==> config.mk <==
export PLATFORM = sky130hd
export DESIGN_NAME = adc_capture_seq
export DESIGN_NICKNAME = d
export VERILOG_FILES = /design/src/rtl/adc_capture_pkg.sv /design/src/rtl/adc_capture_fifo.sv /design/src/rtl/adc_capture_seq.sv
export SDC_FILE = /design/constraint.sdc
export NUM_CORES = 1
export LEC_CHECK = 0
export CORE_MARGIN = 2
export CORE_UTILIZATION = 48
export DETAILED_ROUTE_END_ITERATION = 16
export PLACE_DENSITY = 0.69
export SLEW_MARGIN = 20
export SYNTH_ARGS = -nofsm -noshare
export SYNTH_HDL_FRONTEND = slang
export SYNTH_HIERARCHICAL = 1
export SYNTH_SLANG_ARGS = --single-unit
==> constraint.sdc <==
create_clock -name clk -period 8.08 [get_ports clk]
set_clock_uncertainty 0.15 [all_clocks]
set_input_delay 1.616 -clock clk [delete_from_list [all_inputs] [get_ports clk]]
set_output_delay 1.616 -clock clk [all_outputs]
set_load 0.01 [all_outputs]
==> src/rtl/adc_capture_pkg.sv <==
// Shared types and default widths for the ADC capture sequencer.
// Latency/backpressure: not applicable (declarations only).
package adc_capture_pkg;

  localparam int DATA_W        = 64;
  localparam int LEN_W         = 16;
  localparam int CNT_W         = 32;
  localparam int FIFO_AW       = 4;
  localparam int TESTPAT_LANES = 4;
  localparam int RAMP_W        = 16;

  typedef enum logic [2:0] {
    IDLE,
    ARM,
    RUN,
    DRAIN,
    DONE
  } state_e;

endpackage

==> src/rtl/adc_capture_fifo.sv <==
// First-word-fall-through FIFO: written word appears on rd_data 1 clk later.
// Writes while full are ignored; full/empty come from registered pointers only.
module adc_capture_fifo #(
  parameter int WIDTH = 65,
  parameter int AW    = 4
) (
  input  logic             clk,
  input  logic             resetn,
  input  logic             flush,
  input  logic             wr_en,
  input  logic [WIDTH-1:0] wr_data,
  output logic             full,
  input  logic             rd_en,
  output logic [WIDTH-1:0] rd_data,
  output logic             empty
);

  logic [WIDTH-1:0] mem_q [2**AW];
  logic [AW:0]      wr_ptr_q, rd_ptr_q;
  logic             do_wr, do_rd;

  // Extra pointer bit distinguishes full from empty when the indices match.
  assign empty   = (wr_ptr_q == rd_ptr_q);
  assign full    = (wr_ptr_q[AW] != rd_ptr_q[AW]) &&
                   (wr_ptr_q[AW-1:0] == rd_ptr_q[AW-1:0]);
  assign do_wr   = wr_en && !full;
  assign do_rd   = rd_en && !empty;
  assign rd_data = mem_q[rd_ptr_q[AW-1:0]];

  always_ff @(posedge clk or negedge resetn) begin
    if (!resetn) begin
      wr_ptr_q <= '0;
      rd_ptr_q <= '0;
    end else if (flush) begin
      wr_ptr_q <= '0;
      rd_ptr_q <= '0;
    end else begin
      if (do_wr) wr_ptr_q <= wr_ptr_q + 1'b1;
      if (do_rd) rd_ptr_q <= rd_ptr_q + 1'b1;
    end
  end

  always_ff @(posedge clk) begin
    if (do_wr) mem_q[wr_ptr_q[AW-1:0]] <= wr_data;
  end

endmodule

==> src/rtl/adc_capture_seq.sv <==
// Frames ADC samples into fixed-length AXI-S packets for the DMA; tvalid 1 clk after first write.
// Input cannot stall: samples arriving with the buffer full are dropped and counted.
// Optional ramp test pattern on the written data via ADC_CAPTURE_TESTPAT_EN.
module adc_capture_seq #(
  parameter int DATA_W  = adc_capture_pkg::DATA_W,
  parameter int LEN_W   = adc_capture_pkg::LEN_W,
  parameter int FIFO_AW = adc_capture_pkg::FIFO_AW,
  parameter int CNT_W   = adc_capture_pkg::CNT_W
) (
  input  logic              clk,
  input  logic              resetn,
  input  logic              cfg_enable,
  input  logic              cfg_soft_reset,
  input  logic              cfg_sync_arm,
  input  logic [LEN_W-1:0]  cfg_pkt_len,
  input  logic [LEN_W-1:0]  cfg_pkt_count,
`ifdef ADC_CAPTURE_TESTPAT_EN
  input  logic              cfg_testpat,
`endif
  input  logic              in_valid,
  input  logic [DATA_W-1:0] in_data,
  input  logic              in_sync,
  output logic [DATA_W-1:0] m_axis_tdata,
  output logic              m_axis_tvalid,
  input  logic              m_axis_tready,
  output logic              m_axis_tlast,
  output logic              sts_busy,
  output logic              sts_done,
  output logic [CNT_W-1:0]  sts_overflow_cnt,
  output logic [CNT_W-1:0]  sts_pkt_cnt
);
  import adc_capture_pkg::*;

  state_e            state_q, state_d;
  logic [LEN_W-1:0]  len_q, cnt_q, word_q, word_d, pkts_q, pkts_d;
  logic [CNT_W-1:0]  ovf_q, ovf_d, pkt_cnt_q;
  logic              busy_q, done_q;
  logic              fifo_full, fifo_empty, accept, wr_en, drop;
  logic              last_word, boundary_stop, rd_fire;
  logic [DATA_W-1:0] wr_dat;
  logic [DATA_W:0]   fifo_rd;

`ifdef ADC_CAPTURE_TESTPAT_EN
  logic [RAMP_W-1:0] ramp_q;
  assign wr_dat = cfg_testpat ? DATA_W'({TESTPAT_LANES{ramp_q}}) : in_data;

  always_ff @(posedge clk or negedge resetn) begin
    if (!resetn)                ramp_q <= '0;
    else if (cfg_soft_reset)    ramp_q <= '0;
    else if (state_q == IDLE)   ramp_q <= '0;
    else if (wr_en)             ramp_q <= ramp_q + 1'b1;
  end
`else
  assign wr_dat = in_data;
`endif

  // A zero length behaves as one word per packet.
  assign last_word = (len_q == '0) ? (word_q == '0) : (word_q == len_q - 1'b1);

  always_comb begin
    // Once enable drops, only the rest of an already started packet is accepted.
    accept  = in_valid && (((state_q == ARM) && cfg_enable && in_sync) ||
                           ((state_q == RUN) && (cfg_enable || (word_q != '0))));
    wr_en   = accept && !fifo_full;
    drop    = accept && fifo_full;
    word_d  = word_q;
    pkts_d  = pkts_q;
    if (wr_en) begin
      if (last_word) begin
        word_d = '0;
        pkts_d = pkts_q + 1'b1;
      end else begin
        word_d = word_q + 1'b1;
      end
    end
    boundary_stop = wr_en && last_word &&
                    (((cnt_q != '0) && (pkts_d == cnt_q)) || !cfg_enable);
    ovf_d   = (drop && !(&ovf_q)) ? ovf_q + 1'b1 : ovf_q;
    state_d = state_q;
    case (state_q)
      IDLE:    if (cfg_enable) state_d = cfg_sync_arm ? ARM : RUN;
      ARM: begin
        if (!cfg_enable)        state_d = IDLE;
        else if (boundary_stop) state_d = DRAIN;
        else if (wr_en)         state_d = RUN;
      end
      RUN:     if (boundary_stop || (!cfg_enable && (word_q == '0))) state_d = DRAIN;
      DRAIN:   if (fifo_empty) state_d = DONE;
      DONE:    if (!cfg_enable) state_d = IDLE;
      default: state_d = IDLE;
    endcase
  end

  always_ff @(posedge clk or negedge resetn) begin
    if (!resetn) begin
      state_q   <= IDLE;
      busy_q    <= 1'b0;
      done_q    <= 1'b0;
      len_q     <= '0;
      cnt_q     <= '0;
      word_q    <= '0;
      pkts_q    <= '0;
      ovf_q     <= '0;
      pkt_cnt_q <= '0;
    end else if (cfg_soft_reset) begin
      state_q   <= IDLE;
      busy_q    <= 1'b0;
      done_q    <= 1'b0;
      len_q     <= '0;
      cnt_q     <= '0;
      word_q    <= '0;
      pkts_q    <= '0;
      ovf_q     <= '0;
      pkt_cnt_q <= '0;
    end else begin
      state_q <= state_d;
      busy_q  <= (state_d == ARM) || (state_d == RUN) || (state_d == DRAIN);
      done_q  <= (state_d == DONE);
      ovf_q   <= ovf_d;
      if (rd_fire && fifo_rd[DATA_W]) pkt_cnt_q <= pkt_cnt_q + 1'b1;
      // Configuration tracks the inputs while idle, so it is frozen on leaving IDLE.
      if (state_q == IDLE) begin
        len_q  <= cfg_pkt_len;
        cnt_q  <= cfg_pkt_count;
        word_q <= '0;
        pkts_q <= '0;
      end else begin
        word_q <= word_d;
        pkts_q <= pkts_d;
      end
    end
  end

  adc_capture_fifo #(
    .WIDTH (DATA_W + 1),
    .AW    (FIFO_AW)
  ) u_fifo (
    .clk     (clk),
    .resetn  (resetn),
    .flush   (cfg_soft_reset),
    .wr_en   (wr_en),
    .wr_data ({last_word, wr_dat}),
    .full    (fifo_full),
    .rd_en   (rd_fire),
    .rd_data (fifo_rd),
    .empty   (fifo_empty)
  );

  assign m_axis_tvalid    = !fifo_empty;
  assign rd_fire          = m_axis_tvalid && m_axis_tready;
  assign m_axis_tdata     = fifo_rd[DATA_W-1:0] & {DATA_W{m_axis_tvalid}};
  assign m_axis_tlast     = fifo_rd[DATA_W] & m_axis_tvalid;
  assign sts_busy         = busy_q;
  assign sts_done         = done_q;
  assign sts_overflow_cnt = ovf_q;
  assign sts_pkt_cnt      = pkt_cnt_q;

endmodule
---- Word-level counts from Yosys, hierarchy flattened ----
Memories as Yosys holds them, arrays and structs flattened.
Cells that the tools add are included.
cells by class
  reductions and logical operators ........ 38
  mux-type cells .......................... 35
  magnitude comparators ................... 0
  $add $sub $neg .......................... 7
  multiply operators ...................... 0
  divide/modulo/power cells ............... 0
  bitwise gates (word level) .............. 2
  shifts and indexed selects .............. 0
  equality and inequality tests ........... 13
operator list
  kind                                                                   number
  16-bit 2-to-1 mux                                                      12
  32-bit 2-to-1 mux                                                      4
  32-bit by 1-bit adder with 32-bit output, second input constant        2
  64-bit bitwise AND                                                     1
  16-bit by 1-bit adder with 16-bit output, second input constant        2
  16-bit equality test                                                   2
  16-bit zero test                                                       2
  32-bit AND reduction                                                   1
  16-bit nonzero test                                                    2
  3-bit 2-to-1 mux                                                       8
  5-bit 2-to-1 mux                                                       4
  1-bit logical AND                                                      16
  16-bit by 1-bit subtractor with 16-bit output, second input constant   1
  3-bit one-hot mux with 5 select lines                                  1
  3-bit by 2-bit equality test with 1-bit output, second input constant  4
  5-bit by 1-bit adder with 5-bit output, second input constant          2
  2-bit nonzero test                                                     5
  3-bit by 1-bit equality test with 1-bit output, second input constant  2
  3-bit equality test, second input constant                             2
  1-bit logical OR                                                       6
  5-bit equality test                                                    1
  1-bit 2-to-1 mux                                                       5
  4-bit equality test                                                    1
  1-bit zero test                                                        4
  5 further kinds                                                        5
word-level totals
  bits in latches ......................... 0
  bits in registers ....................... 143
  memories kept ........................... 1
  bits of input ports ..................... 104
  RAM bits ................................ 1040
  output and inout port bits .............. 132
  word-level logic and storage cells ...... 107
  memory bits (read-only) ................. 0
memory list
  name          words  width  rd ports  clocked after memory_dff  wr ports  RTL line                source
  u_fifo.mem_q  16     65     1         0                         1         adc_capture_fifo.sv:18  logic [WIDTH-1:0] mem_q [2**AW];

---- Longest topological paths before layout ----
  depth after elaboration ................. 18
  depth in mapped cells ................... 19
  depth with buffers taken out ............ 14

---- Hierarchy ----
The synthesis kept the hierarchy.
modules (own cells, without submodules)
  module            cells each  instances  area an instance (um^2)  seq. area each (um^2)
  adc_capture_fifo  1965        1          40597.7                  31480.2
  adc_capture_seq   926         1          8096.5                   3328.2

---- Least setup slack after synthesis ----
No wires, ideal clock.
  path kind ............................... input-to-reg
  start ................................... input cfg_enable
  end ..................................... register u_fifo.wr_ptr_q[4]
  path buffers ............................ 1
  path slack .............................. 1267 ps
  cell stages on the path ................. 9
  required time ........................... 7849 ps
  arrival time ............................ 6583 ps
  library setup time ...................... 81 ps
  path through ............................ and4bb_1 -> nand2_1 -> a21oi_1 -> o21ai_1 -> inv_2 -> buf_2 -> nand3_1 -> a21oi_1 -> mux2_2
on the way
  cells in the longest elaborated chain, start to end .. 7
  elaborated cells on any way between the ends .. 9
  those cells by class .................... reduce/logical: 9
RTL lines
  element                                                RTL line                                      source
  start: declaration                                     adc_capture_seq.sv:12                         input logic cfg_enable,
  1-bit logical AND or 1-bit logical OR (tied branches)  adc_capture_seq.sv:62, adc_capture_seq.sv:63
  1-bit logical AND (on tied branches)                   adc_capture_seq.sv:62, adc_capture_seq.sv:63
  1-bit logical OR *                                     adc_capture_seq.sv:62                         accept = in_valid && (((state_q == ARM) && cfg_enable && in_sync) ||
  1-bit logical AND *                                    adc_capture_seq.sv:62
  1-bit logical AND *                                    adc_capture_seq.sv:64                         wr_en = accept && !fifo_full;
  net wr_en                                              adc_capture_seq.sv:38                         logic fifo_full, fifo_empty, accept, wr_en, drop;
  1-bit logical AND *                                    adc_capture_fifo.sv:26                        assign do_wr = wr_en && !full;
  2-bit nonzero test (no line) *                         -
  end signal: assignment                                 adc_capture_fifo.sv:38                        if (do_wr) wr_ptr_q <= wr_ptr_q + 1'b1;
  end: declaration                                       adc_capture_fifo.sv:19                        logic [AW:0] wr_ptr_q, rd_ptr_q;
Mark *: on every way through the listed nets, which the timed path passes. The rest lies on a longest branch.
A chain may end at the register's enable or synchronous reset.

---- Worst setup path after layout ----
  start ................................... register u_fifo.rd_ptr_q[0]
  end ..................................... output m_axis_tdata[3]
on the way
  elaborated cells on any way between the ends .. 4
  those cells by class .................... eq/ne: 1; bitwise: 1; reduce/logical: 1; memory: 1
RTL lines
  element                   RTL line                source
  start: declaration        adc_capture_fifo.sv:19
  start signal: assignment  adc_capture_fifo.sv:39  if (do_rd) rd_ptr_q <= rd_ptr_q + 1'b1;
  memory 16 x 65 bit        -
  net fifo_rd[3]            adc_capture_seq.sv:41   logic [DATA_W:0] fifo_rd;
  64-bit bitwise AND        adc_capture_seq.sv:151  assign m_axis_tdata = fifo_rd[DATA_W-1:0] & {DATA_W{m_axis_tvalid}};
  end: declaration          adc_capture_seq.sv:23   output logic [DATA_W-1:0] m_axis_tdata,
The timed path passes the listed nets, and every way through them passes these cells.

==> run_results.csv <==
group,metric,value,unit
synth,synth_area_leader_cell,"sky130_fd_sc_hd__edfxtp_1",
hold_path,hold_path_class,"reg -> reg",
synth,dominantRegCellSynth,"sky130_fd_sc_hd__edfxtp_1",
pwr,intPower,9840,uW
route,ant_nets,0,
route,first_pass_iters,7,
synth,synth.net_count,3006,
timing,slew_viol_final,0,
placement,placed_cell_area,52200,um2
placement,dp_hpwl,62500,um
pwr,swShare,0.203,
route,number_of_violations_reported_at_the_end_of_detailed_routing_iteration_0,2351,
pwr,clock_power_share,0.422,
timing,hold_viol,0,
clock_tree,reg_clk_slew_reported_paths,50,ps
clock_tree,clock_tree.htree_level_count,3,
synth,edff_count_synth,1040,
outcome,outcome,"finished, final reports clean",
timing,rsz_0062_raised_after_global_routing,"no",
cells_and_area,final-seq-area,34800,um2
clock_tree,tritoncts,"yes",
cells_and_area,drive_above_1_share,0.120,
route,totalWireLength,109000,um
die,die_w,323,um
placement,io_buffers,235,
route,viasPerCell,5.93,
synth,synth_warnings,6,
placement,post-place-ws,2330,ps
timing,fin_ws,1800,ps
route,routedWlPerCell,23.9,um
die,std_cell_rows,116,
pwr,power.density_cell_area,220,nW/um2
cells_and_area,n_fill_cell,7663,
synth,async_reset_ff_frac,0.121,
clock_tree,cts_num_sinks,1183,
clock_tree,cts_hold_buffers,0,
clock_tree,post-cts-setup-buffer-count,0,
worst_setup_path,timing.setup.critical_path_class,"reg -> out",
pwr,switching_power,2510,uW
worst_setup_path,critical_path.max_fanout,122,
route,dr_total_vias,27126,
die,die_area,104000,um2
synth,netlist_top_cells_area,"sky130_fd_sc_hd__edfxtp_1 64%, sky130_fd_sc_hd__dfrtp_1 7.3%, sky130_fd_sc_hd__mux4_2 6.0%",
pwr,seq_power_share,0.545,
timing,layout_min_cycle_time,6280,ps
placement,gp_congestion,0.863,
worst_setup_path,crit_path_start_kind,"flip-flop",
global_routing,global_route.usage.total,0.209,
clock_tree,cts-buffers-inserted,116,
global_routing,grt_antenna_before_repair,3,
cells_and_area,fin_cells,4572,
synth,synth_area_per_cell,16.8,um2
cells_and_area,layout-area-overhead-vs-synth,15.2,%
placement,placed_cells_incl_taps,4350,
route,drc_errors,0,
global_routing,remaining_global_route_overflow,0,
cells_and_area,layout.cell_area.non_filler,56100,um2
synth,synth_top_cell_area_share,0.641,
pwr,cellLeakagePower,0.0177,uW
clock_tree,clock_path_buffers,3,
cells_and_area,fin_nets,3233,
worst_setup_path,required,6310,ps
synth,postSynthRegisterBits,1183,
timing,fin_crit_sh,0.777,
synth,syn_inst,2891,
timing,setup_tns,0,ps
synth,synth.cell_area,48700,um2
global_routing,pin_count_of_the_biggest_net_entering_global_routing,123,
timing,finalSetupViolations,0,
clock_tree,clock_latency,710,ps
die,chipHeight,323,um
pwr,total_power,12300,uW
worst_setup_path,timing.critical_path.arrival,4510,ps
clock_tree,postCtsResizedCells,0,
pwr,worst_ir_drop_vdd,0.000210,V
die,design.portCount,236,
synth,synthMostInstantiatedCell,"sky130_fd_sc_hd__edfxtp_1",
timing,maxClockFrequency,159,MHz
synth,synth.cells.most_frequent,"1040 x sky130_fd_sc_hd__edfxtp_1, 267 x sky130_fd_sc_hd__mux2i_1, 159 x sky130_fd_sc_hd__nand2_1, 143 x sky130_fd_sc_hd__dfrtp_1, 131 x sky130_fd_sc_hd__a221oi_1",
run,max-cap-violations,0,
pwr,power_frac_comb,0.033,
timing,max_slew.worst_pin.slew,1100,ps
timing,max_slew_margin,0.265,
global_routing,grt_first_pass_wirelength,166000,um
clock_tree,cts.root.buffer_cell,"sky130_fd_sc_hd__clkbuf_16",
die,core_outline_area,100000,um2
global_routing,number_of_global_route_vias_before_repair,27216,
cells_and_area,combined_area_of_the_multi_input_logic_cells,12900,um2
worst_setup_path,timing.critical_path.to_type,"primary output",
synth,netlist-cell-type-count,84,
synth,yosysSeqAreaShare,0.715,
die,initial_core_util,0.486,
-- per-layer routing --
metal | vias to the layer above | GRT usage | share of wire
li1 | 11973 | - | -
met1 | 14094 | 0.284 | 0.42
met2 | 875 | 0.349 | 0.49
met3 | 180 | 0.0372 | 0.062
met4 | 4 | 0.0534 | 0.022
met5 | - | 0 | 0.00027
-- critical path: stages, from the launching register on --
cell                              delay (ps)
sky130_fd_sc_hd__dfrtp_4                1050
sky130_fd_sc_hd__buf_12                  630
sky130_fd_sc_hd__mux2i_1                 220
sky130_fd_sc_hd__a221oi_1                330
sky130_fd_sc_hd__o21ai_0                 140
sky130_fd_sc_hd__nand2_1                 100
sky130_fd_sc_hd__nor2b_1                 400
sky130_fd_sc_hd__clkdlybuf4s50_1         640
-- worst paths after layout --
check,slack [ps],cells past startpoint,startpoint,end
setup / recovery,1800,7,u_fifo/rd_ptr_q[0],m_axis_tdata[3]
hold / removal,380,1,word_q[15],word_q[15]
setup reg to reg,2960,11,u_fifo/rd_ptr_q[0],u_fifo/mem_q[0][19]
hold reg to reg,380,1,word_q[15],word_q[15]
max in group asynchronous,5570,2,resetn,sts_overflow_cnt[4]
min in group asynchronous,820,1,resetn,len_q[10]
-- power groups by stage --
stage | Clock [uW] | Combinational [uW] | Sequential [uW]
finish | 5210 | 411 | 6730
global route | 5550 | 452 | 6730
CTS | 5320 | 415 | 6730
detailed placement | 0 | 413 | 6850
global placement | 0 | 397 | 6850
floorplan | 0 | 202 | 6830
-- sequential cells by signal (all words and copies together) (netlist names) --
register	cells
pkts_q	16
len_q	16
u_fifo/mem_q	1040
u_fifo/rd_ptr_q	5
sts_busy	1
state_q	3
sts_overflow_cnt	32
sts_done	1
sts_pkt_cnt	32
word_q	16
u_fifo/wr_ptr_q	5
cnt_q	16
-- cells in the final DEF, fill, tap and decap left out, types with 34 or more instances in the layout --
cell type and count:
sky130_fd_sc_hd__mux4_2 130, sky130_fd_sc_hd__edfxtp_1 1040, sky130_fd_sc_hd__nor2_1 115, sky130_fd_sc_hd__a22oi_1 68, sky130_fd_sc_hd__nand3_1 39, sky130_fd_sc_hd__clkbuf_16 117
sky130_fd_sc_hd__a221oi_1 131, sky130_fd_sc_hd__dfrtp_1 139, sky130_fd_sc_hd__nor2b_1 77, sky130_fd_sc_hd__o21ai_0 106, sky130_fd_sc_hd__nand2_1 159, sky130_fd_sc_hd__xor2_1 55
sky130_fd_sc_hd__mux2i_1 267, sky130_fd_sc_hd__and3_1 34, sky130_fd_sc_hd__xnor2_1 46, sky130_fd_sc_hd__clkdlybuf4s50_1 233
-- stage by stage --
stage                util  hold slack, ps
finish              0.559             375
floorplan               -             328
global placement    0.520             366
detailed placement  0.521             378
global route        0.559             438
CTS                 0.558             385
-- layout make-up --
type,instances,area share
inverter,25,0.00167
timing repair buffer,275,0.0518
tap,1357,0.0303
multi-input combinational,1517,0.230
sequential,1183,0.621
antenna,1,0.0000446
clock buffer,148,0.0546
clock inverter,66,0.0113
-- kinds of logic after synthesis --
kind of cell / count (synthesis) / synth area share
simple gates: 563 / 0.0600
fa+ha+maj: 11 / 0.00283
flops: 1183 / 0.715
mux: 404 / 0.117
buf+inv: 191 / 0.0227
xor+xnor: 101 / 0.0182
compound gates: 438 / 0.0649
Power figures use the tool's default switching activity.
